===== config.mk =====
export PLATFORM = sky130hd
export DESIGN_NAME = iir_biquad_mc
export DESIGN_NICKNAME = d
export VERILOG_FILES = /design/src/rtl/iir_pkg.sv /design/src/rtl/iir_coef_bank.sv /design/src/rtl/iir_biquad_mc.sv
export SDC_FILE = /design/constraint.sdc
export NUM_CORES = 2
export LEC_CHECK = 0
export BUFFER_PORTS_ARGS = -buffer_cell sky130_fd_sc_hd__buf_2
export CAP_MARGIN = 5
export CORE_MARGIN = 2
export CORE_UTILIZATION = 30
export DETAILED_ROUTE_END_ITERATION = 12
export PLACE_DENSITY = 0.45
export SLEW_MARGIN = 20
export SYNTH_ARGS = -nofsm -noshare
export SYNTH_HDL_FRONTEND = slang
export SYNTH_SLANG_ARGS = --single-unit

===== constraint.sdc =====
create_clock -name clk -period 16.9 [get_ports clk]
set_input_delay 0.845 -clock clk [delete_from_list [all_inputs] [get_ports clk]]
set_output_delay 0.845 -clock clk [all_outputs]
set_load 0.02 [all_outputs]

===== src/rtl/iir_pkg.sv =====
// Shared definitions for the multi-channel biquad IIR filter.
// Configuration macro: IIR_SAT_EN (saturating fit when defined, wrapping fit otherwise).
package iir_pkg;

  // Coefficient select codes carried on cfg_sel
  typedef enum logic [2:0] {
    SEL_A1 = 3'd0,
    SEL_A2 = 3'd1,
    SEL_B0 = 3'd2,
    SEL_B1 = 3'd3,
    SEL_B2 = 3'd4
  } sel_e;

  // Accumulator width: full product width plus headroom for three-term sums
  function automatic int unsigned acc_width(input int unsigned w);
    return 2 * w + 3;
  endfunction

  // Fit a wide signed value into w bits; the caller keeps the low w bits
  function automatic logic signed [63:0] fit_val(input logic signed [63:0] v,
                                                 input int unsigned        w);
`ifdef IIR_SAT_EN
    logic signed [63:0] hi;
    logic signed [63:0] lo;
    hi = (64'sd1 <<< (w - 1)) - 64'sd1;
    lo = -(64'sd1 <<< (w - 1));
    if (v > hi)      return hi;
    else if (v < lo) return lo;
    else             return v;
`else
    // Sign-wrap to w bits so the result is correct whatever the caller keeps
    return (v <<< (64 - w)) >>> (64 - w);
`endif
  endfunction

endpackage


===== src/rtl/iir_coef_bank.sv =====
// Per-channel coefficient register file: one cfg write port, one read port.
// Configuration macro: none (IIR_SAT_EN affects only the top-level arithmetic).
module iir_coef_bank
  import iir_pkg::*;
#(
  parameter int unsigned WIDTH = 9,
  parameter int unsigned NCH   = 4,
  parameter int unsigned CW    = 2
) (
  input  logic                    clk,
  input  logic                    rst,
  input  logic                    cfg_we,
  input  logic [CW-1:0]           cfg_ch,
  input  logic [2:0]              cfg_sel,
  input  logic [WIDTH-1:0]        cfg_data,
  input  logic [CW-1:0]           rd_ch,
  output logic signed [WIDTH-1:0] a1,
  output logic signed [WIDTH-1:0] a2,
  output logic signed [WIDTH-1:0] b0,
  output logic signed [WIDTH-1:0] b1,
  output logic signed [WIDTH-1:0] b2
);

  logic signed [WIDTH-1:0] a1_mem [NCH];
  logic signed [WIDTH-1:0] a2_mem [NCH];
  logic signed [WIDTH-1:0] b0_mem [NCH];
  logic signed [WIDTH-1:0] b1_mem [NCH];
  logic signed [WIDTH-1:0] b2_mem [NCH];

  logic wr_ok;
  logic rd_ok;

  // Range checks for the write and read channel indices
  always_comb begin
    wr_ok = cfg_we && (32'(cfg_ch) < NCH);
    rd_ok = (32'(rd_ch) < NCH);
  end

  // Coefficient write; unused select codes and out-of-range channels are dropped
  always_ff @(posedge clk or posedge rst) begin
    if (rst) begin
      for (int unsigned i = 0; i < NCH; i++) begin
        a1_mem[i] <= '0;
        a2_mem[i] <= '0;
        b0_mem[i] <= '0;
        b1_mem[i] <= '0;
        b2_mem[i] <= '0;
      end
    end else if (wr_ok) begin
      case (sel_e'(cfg_sel))
        SEL_A1:  a1_mem[cfg_ch] <= cfg_data;
        SEL_A2:  a2_mem[cfg_ch] <= cfg_data;
        SEL_B0:  b0_mem[cfg_ch] <= cfg_data;
        SEL_B1:  b1_mem[cfg_ch] <= cfg_data;
        SEL_B2:  b2_mem[cfg_ch] <= cfg_data;
        default: ;
      endcase
    end
  end

  // Asynchronous read: a write on this edge is seen only by later reads
  always_comb begin
    a1 = '0;
    a2 = '0;
    b0 = '0;
    b1 = '0;
    b2 = '0;
    if (rd_ok) begin
      a1 = a1_mem[rd_ch];
      a2 = a2_mem[rd_ch];
      b0 = b0_mem[rd_ch];
      b1 = b1_mem[rd_ch];
      b2 = b2_mem[rd_ch];
    end
  end

endmodule


===== src/rtl/iir_biquad_mc.sv =====
// Multi-channel direct-form-II biquad: shared datapath, per-channel state and
// coefficients, two-stage pipeline (input register, compute + state update).
// Configuration macro: IIR_SAT_EN (saturate w and y instead of wrapping).
module iir_biquad_mc
  import iir_pkg::*;
#(
  parameter  int unsigned WIDTH = 9,
  parameter  int unsigned FRAC  = WIDTH - 2,
  parameter  int unsigned NCH   = 4,
  localparam int unsigned CW    = (NCH > 1) ? $clog2(NCH) : 1
) (
  input  logic             clk,
  input  logic             rst,
  input  logic [WIDTH-1:0] din,
  input  logic             vin,
  input  logic [CW-1:0]    ch_in,
  input  logic             clr,
  input  logic [CW-1:0]    clr_ch,
  input  logic             cfg_we,
  input  logic [CW-1:0]    cfg_ch,
  input  logic [2:0]       cfg_sel,
  input  logic [WIDTH-1:0] cfg_data,
  output logic [WIDTH-1:0] dout,
  output logic             vout,
  output logic [CW-1:0]    ch_out
);

  localparam int unsigned ACC = acc_width(WIDTH);

  // Stage-1 registers
  logic signed [WIDTH-1:0] x_r;
  logic [CW-1:0]           ch_r;
  logic                    v_r;

  // Per-channel filter state
  logic signed [WIDTH-1:0] w1_mem [NCH];
  logic signed [WIDTH-1:0] w2_mem [NCH];

  logic signed [WIDTH-1:0] a1, a2, b0, b1, b2;
  logic signed [WIDTH-1:0] w1_rd, w2_rd;
  logic signed [ACC-1:0]   acc_w, acc_y, w_sh, y_sh;
  logic signed [WIDTH-1:0] w_fit, y_fit;

  iir_coef_bank #(
    .WIDTH (WIDTH),
    .NCH   (NCH),
    .CW    (CW)
  ) u_coef (
    .clk      (clk),
    .rst      (rst),
    .cfg_we   (cfg_we),
    .cfg_ch   (cfg_ch),
    .cfg_sel  (cfg_sel),
    .cfg_data (cfg_data),
    .rd_ch    (ch_r),
    .a1       (a1),
    .a2       (a2),
    .b0       (b0),
    .b1       (b1),
    .b2       (b2)
  );

  // Stage 1: capture the sample; out-of-range channels never become valid
  always_ff @(posedge clk or posedge rst) begin
    if (rst) begin
      x_r  <= '0;
      ch_r <= '0;
      v_r  <= 1'b0;
    end else begin
      x_r  <= din;
      ch_r <= ch_in;
      v_r  <= vin && (32'(ch_in) < NCH);
    end
  end

  // Stage 2 arithmetic: recursive node w, then output y from the fitted w
  always_comb begin
    w1_rd = '0;
    w2_rd = '0;
    if (32'(ch_r) < NCH) begin
      w1_rd = w1_mem[ch_r];
      w2_rd = w2_mem[ch_r];
    end
    acc_w = (ACC'(x_r) <<< FRAC)
          - (ACC'(a1) * ACC'(w1_rd))
          - (ACC'(a2) * ACC'(w2_rd));
    w_sh  = acc_w >>> FRAC;
    w_fit = WIDTH'(fit_val(64'(w_sh), WIDTH));
    acc_y = (ACC'(b0) * ACC'(w_fit))
          + (ACC'(b1) * ACC'(w1_rd))
          + (ACC'(b2) * ACC'(w2_rd));
    y_sh  = acc_y >>> FRAC;
    y_fit = WIDTH'(fit_val(64'(y_sh), WIDTH));
  end

  // Output register: one-cycle vout pulse per accepted sample
  always_ff @(posedge clk or posedge rst) begin
    if (rst) begin
      dout   <= '0;
      vout   <= 1'b0;
      ch_out <= '0;
    end else begin
      vout <= v_r;
      if (v_r) begin
        dout   <= y_fit;
        ch_out <= ch_r;
      end
    end
  end

  // State update; clr is applied last so it overrides a same-channel write
  always_ff @(posedge clk or posedge rst) begin
    if (rst) begin
      for (int unsigned i = 0; i < NCH; i++) begin
        w1_mem[i] <= '0;
        w2_mem[i] <= '0;
      end
    end else begin
      for (int unsigned i = 0; i < NCH; i++) begin
        if (v_r && (32'(ch_r) == i)) begin
          w2_mem[i] <= w1_rd;
          w1_mem[i] <= w_fit;
        end
        if (clr && (32'(clr_ch) == i)) begin
          w1_mem[i] <= '0;
          w2_mem[i] <= '0;
        end
      end
    end
  end

endmodule


; ---- Word level (Yosys, flattened, before mapping)
; Cells that the tools add are included.
[word_totals]
ff_bits = 276
input_bits = 32
out_inout_bits = 12
[classes]
n_addsub = 4
n_mul = 5
n_lt_le_gt_ge = 3
n_eq_ne = 10
n_mux = 44
n_bitwise = 2
n_reduce_logical = 21
[ops]
columns = cell, count
row1 = 2-to-1 mux 9 bit, 31
row2 = bitwise mux 36 bit, 5
row3 = binary-select mux 9 bit (select 2 bit), 7
row4 = multiplier 9 x 9 -> 16 bit, 5
row5 = adder 16 bit, 2
row6 = subtractor 16 bit, 2
row7 = demux 9 bit (select 2 bit), 1
row8 = AND reduction 2 bit, 5
row9 = logical AND 1 bit, 9
row10 = "equality test 2 bit, second input constant", 4
row11 = nonzero test 2 bit, 4
row12 = "equality test 3 x 2 -> 1 bit, second input constant", 2
row13 = "greater-or-equal comparator 3 bit, second input constant", 2
row14 = NOT 2 -> 3 bit, 2
row15 = "equality test 2 x 1 -> 1 bit, second input constant", 2
row16 = logical NOT 2 bit, 2
row17 = "equality test 3 x 1 -> 1 bit, second input constant", 1
row18 = "equality test 3 bit, second input constant", 1
row19 = logical NOT 3 bit, 1
row20 = "less-than comparator 3 x 1 -> 1 bit, second input constant", 1

; ---- Logic depth before layout (Yosys ltp)
[depth]
ltp_word = 10
mapped_depth = 53
mapped_depth_nobuf = 47

; ---- By module
; Synthesis repeated with hierarchy kept, for this count alone.
[unflattened]
hier_cells = 2331
area_unflattened_um2 = 26450.4
[by_module_without_submodules]
columns = mod, n_inst, cells_each, area_each_um2, seq_area_each_um2
row1 = iir_biquad_mc, 1, 1858, 18448.9, 2402.3
row2 = iir_coef_bank, 1, 473, 8001.4, 4504.3

; ---- Worst setup path after synthesis
; Ideal clock, no wire load.
[synth_path]
kind = reg2reg
from = register ch_r[0]
to = register dout[8]
setup_ns = 0.077
arrival_ns = 13.705
required_time_ns = 16.823
path_slack_ns = 3.117
stages_incl_launch_ff = 47
path_buffers = 6
path_cell_list = dfrtp_1 > buf_6 > buf_6 > buf_6 > buf_2 > buf_1 > mux4_2 > and2_1 > fa_1 > fa_1 > fa_1 > inv_1 > fa_1 > fa_1 > fa_1 > inv_1 > fa_1 > inv_1 > (+11 left out) > fa_1 > fa_1 > fa_1 > inv_1 > fa_1 > fa_1 > inv_1 > fa_1 > fa_1 > ha_1 > ha_1 > a21o_1 > a21oi_1 > nor3b_1 > a21oi_2 > a311oi_1 > xnor3_1 > a21oi_1
[synth_between]
elab_chain_cells = 10
elab_cells_between_ends = 31
[synth_rtl]
columns = element, line_no
row1 = from (decl), iir_biquad_mc.sv:32  ; logic [CW-1:0] ch_r;
row2 = from (signal assigned), iir_biquad_mc.sv:71  ; ch_r <= ch_in;
row3 = NOT 2 -> 3 bit (implied by the code) *, --
row4 = "binary-select mux 9 bit (select 2 bit), on equally long branches", "iir_coef_bank.sv:69, iir_biquad_mc.sv:81"
row5 = "2-to-1 mux 9 bit, on equally long branches (2 in a row)", "iir_coef_bank.sv:69, iir_biquad_mc.sv:81"
row6 = multiplier 9 x 9 -> 16 bit, iir_biquad_mc.sv:85  ; - (ACC'(a1) * ACC'(w1_rd))
row7 = subtractor 16 bit, iir_biquad_mc.sv:85
row8 = subtractor 16 bit, iir_biquad_mc.sv:86  ; - (ACC'(a2) * ACC'(w2_rd));
row9 = multiplier 9 x 9 -> 16 bit, iir_biquad_mc.sv:89  ; acc_y = (ACC'(b0) * ACC'(w_fit))
row10 = adder 16 bit, iir_biquad_mc.sv:90  ; + (ACC'(b1) * ACC'(w1_rd))
row11 = adder 16 bit *, iir_biquad_mc.sv:91  ; + (ACC'(b2) * ACC'(w2_rd));
row12 = to (signal assigned), iir_biquad_mc.sv:105  ; dout <= y_fit;
row13 = to (decl), iir_biquad_mc.sv:23  ; output logic [WIDTH-1:0] dout,
; Every way passes the cells marked *; elsewhere a longest branch is shown, timed or not. The select of a mux whose other input is x is not followed.
; A chain may end at the register's enable or synchronous reset.

; ---- Worst setup path in the final report
[layout_path]
from = register ch_r[1]
to = register dout[8]
; Same word-level chain as after synthesis.

==> results.py <==
metrics = {
    "die": {
        "row_count": 108,
        "die_h_um": 300,
        "core-area_um2": 86800,
        "die-area_um2": 90000,
        "die_width_um": 300,
        "io_pins": 44,
        "start_util_pct": 30.3,
    },
    "placement": {
        "port_buffers": 43,
        "dpl_worst_slack_ps": 2560,
        "gp_congestion": 0.806,
        "dp_hpwl_um": 53100,
    },
    "clocking": {
        "path_clk_slew_ps": 70,
        "htree_num_levels": 2,
        "clk_latency_ps": 550,
        "cts_made_buffers": 34,
        "cts_num_sinks": 276,
        "holdBufCountCts": 0,
        "root_buffer": "clkbuf_16",
        "cts_buffer_depth": 3,
        "cts_setup_buffers": 0,
        "cts_tree": "built",
        "cts_resized": 0,
    },
    "critical_path": {
        "worst_ep_arrival_time_ps": 14750,
        "worst_path_largest_cell_delay_ps": 930,
        "cp-start-kind": "flip-flop",
        "crit_type": "flip-flop to flip-flop",
        "path_max_fanout": 44,
        "end_kind": "flip-flop",
        "crit_required_ps": 17380,
        "critPathSlowestCell": "dfrtp_4",
        "crit_top_cell": "fa_1",
    },
    "worst_hold_path": {
        "hp-class": "input port to flip-flop",
    },
    "grt": {
        "grt_overflow_total": 0,
        "antenna_found_initial": 0,
        "grt_pass1_vias": 18300,
        "grt_usage_pct": 16.2,
        "grt_max_degree": 122,
        "grt_pass1_wl_um": 111000,
    },
    "synth": {
        "synth.distinct_cells": 61,
        "synthMuxAreaShare_pct": 13.4,
        "ys_seq_area_share_pct": 26.3,
        "yosys-top-cells-area": "fa_1 30%, dfrtp_1 26%, mux2_2 7.9%",
        "synth_cells": 2296,
        "synth_fp_nets": 2860,
        "synth_compound_area_share_pct": 3.74,
        "synth_seq_cells": 276,
        "synth_simple_gate_area_share_pct": 9.11,
        "avgSynthCellArea_um2": 11.5,
        "synth_xor_area_share_pct": 2.79,
        "synth-adder-area-share_pct": 36.5,
        "synth_top_family_by_area": "adder cells",
        "async_reset_ff_share_pct": 100,
        "synth_ff_type": "dfrtp_1",
        "synth_edf_count": 0,
        "synth_top_area_share_pct": 29.8,
        "netlist_area_um2": 26300,
        "synth.yosys.warnings": 0,
        "yosys.area.top_type": "fa_1",
    },
    "final_layout": {
        "nets": 2871,
        "diodes": 0,
        "final_util_pct": 33.4,
        "areaGrowthSynthToFinish_pct": 10.1,
        "layout-drive-gt1-share_pct": 16.9,
        "final_cell_mix": "476 x inv_1, 391 x fa_1, 274 x dfrtp_1",
        "mostFrequentLayoutCell": "inv_1",
    },
    "sta": {
        "finalSetupTns_ps": 0,
        "slew_headroom_pct": 27.9,
        "timing.hold.ws_ps": 408,
        "fin_crit_sh_pct": 84.4,
        "fmax_ghz": 0.0701,
        "fin_crit_ps": 14270,
        "worstMarginPinSlew_ps": 1080,
        "final.setup.worst_slack_ps": 2630,
        "slew_viol_final": 0,
        "finalSetupViolations": 0,
        "timing_hold_violations_final": 0,
        "finClkSkew_ps": 24.6,
        "rsz0062_at_grt": "false",
    },
    "status": {
        "status": "completed",
    },
    "route": {
        "drc": 0,
        "routed_via_density": 4.67,
        "drt_iter0_drc": 880,
        "num_vias": 16300,
        "ant_nets": 0,
        "routed_wl_um": 69800,
        "drt_pre_antenna_iters": 5,
        "wire_per_inst_um": 20.0,
    },
    "run": {
        "drv_cap": 0,
    },
}
[cell families after synthesis]
| family | count (synthesis) |
|---|---|
| adder cells (fa/ha/maj) | 532 |
| AO/OA/AOI/OAI | 118 |
| XOR/XNOR | 75 |
| multiplexers | 249 |
| AND/OR/NAND/NOR | 478 |
| buffers and inverters | 568 |
| flip-flops | 276 |
[synthesized netlist by cell type, types with 3 or more instances]
cell type	instances
nand2_1	221
ha_1	141
mux2_2	185
mux4_2	63
a21o_1	6
xnor2_1	58
nand2b_1	9
nor3_1	8
buf_1	6
buf_6	4
or3_1	3
nor2_1	35
dfrtp_1	276
a21oi_1	15
fa_1	391
or2b_1	8
nor2b_1	6
a22o_1	73
nand3_1	4
clkbuf_1	73
xor2_1	11
o21ai_0	3
inv_1	477
buf_2	4
and2_1	162
nor3b_1	5
[critical path, delay by kind of cell, from the launching register on]
kind                     cells  cell delay (ps)
adder cells (fa/ha/maj)     17             7850
AO/OA/AOI/OAI                7             1670
AND/OR/NAND/NOR              5             1410
flip-flops                   1              930
XOR/XNOR                     2              900
buffers and inverters        7              850
multiplexers                 1              520
[registers in the layout, summed over array words and instances, names as in the netlist]
register       cells
w2_mem            36
ch_out             2
u_coef.b2_mem     36
u_coef.a1_mem     36
v_r                1
u_coef.b1_mem     36
u_coef.a2_mem     36
vout               1
ch_r               2
x_r                9
u_coef.b0_mem     36
dout               9
w1_mem            36
[worst paths after layout]
kind / from / end / cells past startpoint / slack (ps)
setup reg to reg: ch_r[1] / dout[8] / 39 / 2630
hold / removal: din[7] / x_r[7] / 1 / 410
max in group asynchronous: rst / ch_r[0] / 3 / 14740
hold reg to reg: dout[6] / dout[6] / 1 / 480
min in group asynchronous: rst / dout[8] / 2 / 450
setup / recovery: ch_r[1] / dout[8] / 39 / 2630
[per-stage QoR]
stage	instances	area [µm²]
after floorplan	2296	26300
after global placement	3426	27800
after detailed placement	3426	27800
after CTS	3488	28900
after global routing	3488	28900
final	3488	28900
[area by class of cell]
cell class / instances / area, µm²
Timing Repair Buffer: 62 / 362
Inverter: 481 / 1820
Clock inverter: 14 / 151
Clock buffer: 48 / 985
Sequential cell: 276 / 6910
Tap cell: 1155 / 1450
Fill cell: 8794 / 57800
Multi-Input combinational cell: 1452 / 17300
[metal layers]
| metal | global-route usage (%) | part of all wire, % |
|---|---|---|
| met4 | 3.94 | 2.4 |
| met1 | 22.3 | 45 |
| met2 | 26.4 | 48 |
| met5 | 0 | 0 |
| met3 | 2.78 | 4.9 |
Power is left out: the tool's default activity adds up to more than one toggle a clock period on the data nets, which glitch-free logic cannot reach.
